**src/rtl/epf_pkg.sv**
```systemverilog
// Shared types and constants for the edge-preserving 3x3 filter.
package epf_pkg;

  localparam int PIX_W_DEF     = 8;
  localparam int FLAT_TH_DEF   = 8;
  localparam int FRAME_PIX_DEF = 15876;
  localparam int CNT_W         = 14;

  // Full 3x3 mean approximated as sum9 * 57 / 512 (57/512 ~= 1/9).
  localparam int MEAN_MUL = 57;
  localparam int MEAN_SHR = 9;

  // Averaging direction; declaration order is also the tie-break priority.
  typedef enum logic [1:0] {
    DIR_H,
    DIR_V,
    DIR_D,
    DIR_A
  } dir_t;

endpackage

```
**src/rtl/epf_dir_select.sv**
```systemverilog
// Picks the direction with the smallest gradient and returns its
// directional sum. Ties go to the earlier direction (H > V > D > A).
module epf_dir_select
  import epf_pkg::*;
#(
  parameter int PIX_W = PIX_W_DEF
) (
  input  logic [PIX_W-1:0] g0,
  input  logic [PIX_W-1:0] g1,
  input  logic [PIX_W-1:0] g2,
  input  logic [PIX_W-1:0] g3,
  input  logic [PIX_W+1:0] s0,
  input  logic [PIX_W+1:0] s1,
  input  logic [PIX_W+1:0] s2,
  input  logic [PIX_W+1:0] s3,
  output dir_t             sel_dir,
  output logic [PIX_W+1:0] sel_sum
);

  logic [PIX_W-1:0] best_g;

  // Strict less-than keeps the earlier direction on a tie.
  always_comb begin
    best_g  = g0;
    sel_dir = DIR_H;
    sel_sum = s0;
    if (g1 < best_g) begin
      best_g  = g1;
      sel_dir = DIR_V;
      sel_sum = s1;
    end
    if (g2 < best_g) begin
      best_g  = g2;
      sel_dir = DIR_D;
      sel_sum = s2;
    end
    if (g3 < best_g) begin
      best_g  = g3;
      sel_dir = DIR_A;
      sel_sum = s3;
    end
  end

endmodule

```
**src/rtl/edge_preserve_filter.sv**
```systemverilog
// Edge-preserving 3x3 filter: averages along the direction of least
// gradient, or takes the full 3x3 mean on flat windows. Three register
// stages, no backpressure; counts output pixels per frame.
// Handshake: in_valid qualifies the window in the same cycle and is always
// accepted; out_valid qualifies cl_pixel exactly three cycles later.
module edge_preserve_filter
  import epf_pkg::*;
#(
  parameter int PIX_W     = PIX_W_DEF,
  parameter int FLAT_TH   = FLAT_TH_DEF,
  parameter int FRAME_PIX = FRAME_PIX_DEF
) (
  input  logic             clk,
  input  logic             rst,
  input  logic             in_valid,
  input  logic [PIX_W-1:0] sw_pixel_1,
  input  logic [PIX_W-1:0] sw_pixel_2,
  input  logic [PIX_W-1:0] sw_pixel_3,
  input  logic [PIX_W-1:0] sw_pixel_4,
  input  logic [PIX_W-1:0] sw_pixel_5,
  input  logic [PIX_W-1:0] sw_pixel_6,
  input  logic [PIX_W-1:0] sw_pixel_7,
  input  logic [PIX_W-1:0] sw_pixel_8,
  input  logic [PIX_W-1:0] sw_pixel_9,
  output logic             out_valid,
  output logic [PIX_W-1:0] cl_pixel,
  output logic             frame_done,
  output logic [CNT_W-1:0] pix_cnt,
  output dir_t             dbg_dir
);

  localparam int SUM9_W = PIX_W + 4;
  localparam int PROD_W = SUM9_W + 7;
  localparam logic [PIX_W-1:0] FLAT_V     = PIX_W'(FLAT_TH);
  localparam logic [CNT_W-1:0] FRAME_LAST = CNT_W'(FRAME_PIX - 1);

  function automatic logic [PIX_W-1:0] abs_diff(input logic [PIX_W-1:0] a,
                                                input logic [PIX_W-1:0] b);
    return (a > b) ? a - b : b - a;
  endfunction

  function automatic logic [PIX_W+1:0] dir_sum(input logic [PIX_W-1:0] a,
                                               input logic [PIX_W-1:0] c,
                                               input logic [PIX_W-1:0] b);
    return {2'b00, a} + {1'b0, c, 1'b0} + {2'b00, b};
  endfunction

  // Stage 1 registers
  logic             s1_valid;
  logic [PIX_W-1:0] p [1:9];

  // Stage 2 registers
  logic              s2_valid;
  logic [PIX_W-1:0]  s2_g0, s2_g1, s2_g2, s2_g3;
  logic [PIX_W+1:0]  s2_s0, s2_s1, s2_s2, s2_s3;
  logic [SUM9_W-1:0] s2_sum9;

  // Stage 3 combinational selection
  dir_t              sel_dir;
  logic [PIX_W+1:0]  sel_sum;
  logic [PIX_W-1:0]  gmax;
  logic [PROD_W-1:0] mean_prod;
  logic [PIX_W-1:0]  mean_pix;
  logic [PIX_W-1:0]  dir_pix;
  logic [PIX_W-1:0]  next_pix;

  // S1: capture the window and its valid bit.
  always_ff @(posedge clk or posedge rst) begin
    if (rst) begin
      s1_valid <= 1'b0;
      for (int i = 1; i <= 9; i++) p[i] <= '0;
    end else begin
      s1_valid <= in_valid;
      p[1] <= sw_pixel_1;
      p[2] <= sw_pixel_2;
      p[3] <= sw_pixel_3;
      p[4] <= sw_pixel_4;
      p[5] <= sw_pixel_5;
      p[6] <= sw_pixel_6;
      p[7] <= sw_pixel_7;
      p[8] <= sw_pixel_8;
      p[9] <= sw_pixel_9;
    end
  end

  // S2: directional gradients, centre-weighted directional sums, 3x3 sum.
  always_ff @(posedge clk or posedge rst) begin
    if (rst) begin
      s2_valid <= 1'b0;
      s2_g0    <= '0;
      s2_g1    <= '0;
      s2_g2    <= '0;
      s2_g3    <= '0;
      s2_s0    <= '0;
      s2_s1    <= '0;
      s2_s2    <= '0;
      s2_s3    <= '0;
      s2_sum9  <= '0;
    end else begin
      s2_valid <= s1_valid;
      s2_g0    <= abs_diff(p[4], p[6]);
      s2_g1    <= abs_diff(p[2], p[8]);
      s2_g2    <= abs_diff(p[1], p[9]);
      s2_g3    <= abs_diff(p[3], p[7]);
      s2_s0    <= dir_sum(p[4], p[5], p[6]);
      s2_s1    <= dir_sum(p[2], p[5], p[8]);
      s2_s2    <= dir_sum(p[1], p[5], p[9]);
      s2_s3    <= dir_sum(p[3], p[5], p[7]);
      s2_sum9  <= SUM9_W'(p[1]) + SUM9_W'(p[2]) + SUM9_W'(p[3])
                + SUM9_W'(p[4]) + SUM9_W'(p[5]) + SUM9_W'(p[6])
                + SUM9_W'(p[7]) + SUM9_W'(p[8]) + SUM9_W'(p[9]);
    end
  end

  epf_dir_select #(.PIX_W(PIX_W)) u_dir_select (
    .g0      (s2_g0),
    .g1      (s2_g1),
    .g2      (s2_g2),
    .g3      (s2_g3),
    .s0      (s2_s0),
    .s1      (s2_s1),
    .s2      (s2_s2),
    .s3      (s2_s3),
    .sel_dir (sel_dir),
    .sel_sum (sel_sum)
  );

  // S3 combinational: flat windows take the full mean, others the rounded
  // quarter of the least-gradient directional sum.
  always_comb begin
    gmax = s2_g0;
    if (s2_g1 > gmax) gmax = s2_g1;
    if (s2_g2 > gmax) gmax = s2_g2;
    if (s2_g3 > gmax) gmax = s2_g3;
    mean_prod = PROD_W'(s2_sum9) * PROD_W'(MEAN_MUL);
    mean_pix  = PIX_W'(mean_prod >> MEAN_SHR);
    dir_pix   = PIX_W'((sel_sum + (PIX_W + 2)'(2)) >> 2);
    next_pix  = (gmax < FLAT_V) ? mean_pix : dir_pix;
  end

  // S3: output register; cl_pixel and dbg_dir hold across bubbles.
  always_ff @(posedge clk or posedge rst) begin
    if (rst) begin
      out_valid <= 1'b0;
      cl_pixel  <= '0;
      dbg_dir   <= DIR_H;
    end else begin
      out_valid <= s2_valid;
      if (s2_valid) begin
        cl_pixel <= next_pix;
        dbg_dir  <= sel_dir;
      end
    end
  end

  // Frame counter: pix_cnt is the index of the pixel currently on the output.
  always_ff @(posedge clk or posedge rst) begin
    if (rst) begin
      pix_cnt <= '0;
    end else if (out_valid) begin
      pix_cnt <= (pix_cnt == FRAME_LAST) ? '0 : pix_cnt + 1'b1;
    end
  end

  assign frame_done = out_valid && (pix_cnt == FRAME_LAST);

endmodule

```
**config.mk**
```make
export PLATFORM = sky130hd
export DESIGN_NAME = edge_preserve_filter
export DESIGN_NICKNAME = d
export VERILOG_FILES = /design/src/rtl/epf_pkg.sv /design/src/rtl/epf_dir_select.sv /design/src/rtl/edge_preserve_filter.sv
export SDC_FILE = /design/constraint.sdc
export NUM_CORES = 1
export LEC_CHECK = 0
export ABC_AREA = 1
export BUFFER_PORTS_ARGS = -buffer_cell sky130_fd_sc_hd__buf_4
export CAP_MARGIN = 25
export CORE_MARGIN = 4
export CORE_UTILIZATION = 57
export CTS_BUF_LIST = sky130_fd_sc_hd__clkbuf_8
export DETAILED_ROUTE_END_ITERATION = 10
export PLACE_DENSITY = 0.79
export SYNTH_ARGS = -nofsm -noshare
export SYNTH_HDL_FRONTEND = slang
export SYNTH_SLANG_ARGS = --single-unit
```
**constraint.sdc**
```tcl
create_clock -name clk -period 5.2 [get_ports clk]
set_clock_uncertainty 0.2 [all_clocks]
set_input_delay 0.52 -clock clk [delete_from_list [all_inputs] [get_ports clk]]
set_output_delay 0.52 -clock clk [all_outputs]
set_load 0.03 [all_outputs]
```
==> impl_metrics.env <==
export IMPL_routed_wl_um=33600
export IMPL_status="completed"
export IMPL_htree_levels=4
export IMPL_overflow=0
export IMPL_start_kind="flip-flop"
export IMPL_cpPeakStageDelay_ns=0.36
export IMPL_required_ns=5.39
export IMPL_timing_fmax_mhz=203
export IMPL_finalHoldViolCount=0
export IMPL_synthFlopType="dfrtp_1"
export IMPL_maxSlewHeadroom_pct=28.0
export IMPL_final_period_utilization_pct=94.9
export IMPL_wl_per_cell_um=18.1
export IMPL_maxCapViolations=0
export IMPL_endpoint_kind="flip-flop"
export IMPL_cp_slowest_cell="dfrtp_1"
export IMPL_drt_vias_per_instance=5.43
export IMPL_synthCells=1321
export IMPL_leakagePower_nw=7.87
export IMPL_gp_congestion=0.952
export IMPL_drtPass1Iterations=6
export IMPL_synth_edf_count=0
export IMPL_crit_arrival_ns=5.13
export IMPL_drc=0
export IMPL_num_vias=10100
export IMPL_grt_total_usage_pct=26.8
export IMPL_drtIter0Drc=841
export IMPL_cts_sink_count=179
export IMPL_avgSynthCellArea_um2=10.1
export IMPL_grt_pass1_vias=10500
export IMPL_stdcell_area_um2=15700
export IMPL_syn_num_nets=1685
export IMPL_clk_latency_ns=0.47
export IMPL_cp_max_fo=17
export IMPL_pin_count=101
export IMPL_die_area_um2=25800
export IMPL_cpMostUsedCell="nand2_1"
export IMPL_synth_warnings=0
export IMPL_synthToLayoutAreaGrowth_pct=18.5
export IMPL_grt_pass1_wl_um=54100
export IMPL_synth_cell_type_count=44
export IMPL_hp_class="in -> async"
export IMPL_dp_hpwl_um=26100
export IMPL_worstSetupPathType="reg -> reg"
export IMPL_min_period_ns=4.94
export IMPL_initial_core_util_pct=58.3
export IMPL_dpl_instance_area_um2=14500
export IMPL_ys_seq_area_share_pct=33.7
export IMPL_row_count=55
export IMPL_netlist_area_um2=13300
export IMPL_hold_ws_ns=0.0282
export IMPL_async_flop_share_pct=100
export IMPL_numCtsBuffers=17
export IMPL_grt_antenna_before_repair=1
export IMPL_die_h_um=161
export IMPL_power_density_nw_per_um2=619
export IMPL_final_antenna_net_count=0
export IMPL_portBuffers=100
export IMPL_finalSetupViolCount=0
export IMPL_fillers=1653
export IMPL_tightest_slew_ns=1.08
export IMPL_grt_max_degree=180
export IMPL_slew_viol_final=0
export IMPL_placeableCoreArea_um2=22800
export IMPL_nets=1888
export IMPL_cts_tree="built"
export IMPL_synth_seq_cells=179
export IMPL_drive_above_1_share_pct=13.6
export IMPL_cts_root_buffer="clkbuf_8"
export IMPL_vdd_drop_max_v=0.000496
export IMPL_cts_buffer_depth=2
export IMPL_path_clk_slew_ns=0.09
export IMPL_die_w_um=161
## cells by family (layout without fill, tap and decap cells)
group	count (synthesis)	after routing	synth area share, %
compound gates	232	232	9.77
flops	179	179	33.7
other cells	0	1	0
simple gates	331	331	11.1
fa+ha+maj	289	289	33.5
xor+xnor	65	65	4.28
buf+inv	201	417	5.78
mux	24	24	1.85
## final timing paths
| kind | from | endpoint | slack (ns) | depth (start not counted) |
|---|---|---|---|---|
| setup / recovery | s2_g0[3] | cl_pixel[5] | 0.26 | 31 |
| hold / removal | rst | s2_g0[2] | 0.03 | 3 |
| setup reg to reg | s2_g0[3] | cl_pixel[5] | 0.26 | 31 |
| hold reg to reg | s1_valid | s2_valid | 0.17 | 0 |
| max in group asynchronous | rst | p[36] | 3.90 | 3 |
| min in group clk | s1_valid | s2_valid | 0.17 | 0 |
## state kept, by name, indices dropped and copies added (netlist names), 9 cells and up
name,cells
pix_cnt,14
s2_s0,9
s2_s1,9
s2_s2,9
s2_s3,9
s2_sum9,12
p,72
## cell type report
cell class	instances	area, um^2	share of cell area [%]
Inverter	191	723	4.59
Timing Repair Buffer	194	1660	10.5
Sequential cell	179	4480	28.4
Antenna cell	1	2.50	0.0159
Clock buffer	19	262	1.66
Multi-Input combinational cell	941	8140	51.7
Tap cell	313	392	2.49
Clock inverter	13	98.8	0.628
## worst max-delay path: cells and delay by family (launching register included)
kind / cells / cell delay [ns]
AOI/OAI and AO/OA: 12 / 1.67
adders and majority gates: 3 / 0.86
DFF: 1 / 0.36
buffers and inverters: 5 / 0.62
and+or+nand+nor: 11 / 1.14
## where the power goes
| part | switching (mW) | internal [mW] | total [mW] |
|---|---|---|---|
| logic | 4.04 | 2.76 | 6.80 |
| registers | 0.326 | 1.71 | 2.04 |
| clock network | 0.544 | 0.364 | 0.908 |
| total | 4.91 | 4.84 | 9.74 |
## cells in the mapped netlist, drive strengths merged (6+ instances only)
cell type,count,area [um^2]
a21oi,110,562
a31oi,8,50.1
clkbuf,7,26.3
dfrtp,179,4480
fa,112,2240
ha,177,2210
inv,190,713
mux2i,19,190
nand2,191,805
nand3,45,230
nand4,6,37.5
nor2,76,322
o21ai,83,419
o21bai,7,52.6
xnor2,21,184
xor2,44,385
## routing by layer
metal / wire, um / part of all wire [%] / vias to the layer above / global-route usage (%)
met5: 0 / 0 / - / 0
met2: 16200 / 48 / 382 / 44.5
li1: - / - / 4734 / -
met3: 2180 / 6.5 / 86 / 4.52
met4: 1170 / 3.5 / 0 / 10.3
met1: 14000 / 42 / 4850 / 35.6
## stage by stage
stage | setup WS (ns) | util, % | TNS [ns] | power, mW | std cells
2_1_floorplan | 0.0564 | - | 0 | 6.74 | 1321
3_3_place_gp | 0.116 | 63.7 | 0 | 8.17 | 1737
3_5_place_dp | -0.104 | 63.7 | -0.273 | 8.43 | 1737
4_1_cts | 0.00221 | 68.5 | 0 | 9.49 | 1842
5_1_grt | -0.0530 | 69.1 | -0.138 | 10.7 | 1851
6_report | 0.265 | 69.1 | 0 | 9.74 | 1851
## repair_timing
item | 4_1_cts | 5_1_grt
endpoints found under the hold margin | 73 | 0
gates resized for setup | 4 | 30
buffers inserted | 0 | 7
setup endpoints to repair | 7 | 8
hold buffers | 73 | 0
pin swaps | 0 | 6
gates cloned | 0 | 1
## layout by cell type (no fill, tap or decap), types with 2 or more instances in the layout
master	instances
o221ai_1	4
clkbuf_8	19
inv_6	3
o21ai_2	4
nor2_4	2
mux2i_1	19
nand4_1	6
dfrtp_1	179
xor2_1	44
nand2_8	2
ha_4	2
buf_4	118
o21ai_0	61
nand2_2	16
or2_2	2
nor2_1	68
o211ai_1	4
a21oi_1	109
a221oi_1	4
inv_2	3
fa_1	112
dlygate4sd3_1	73
inv_8	2
o21ai_1	17
nor2_2	5
a21o_1	5
a31oi_1	8
nor4_1	5
clkinv_2	4
xnor2_1	21
nand2_1	168
clkinv_4	3
o21bai_1	7
ha_1	175
mux2_2	5
nand2_4	5
inv_1	186
nand3_1	44
nor3_1	5
Note: power is estimated with default switching activity, not from simulation.
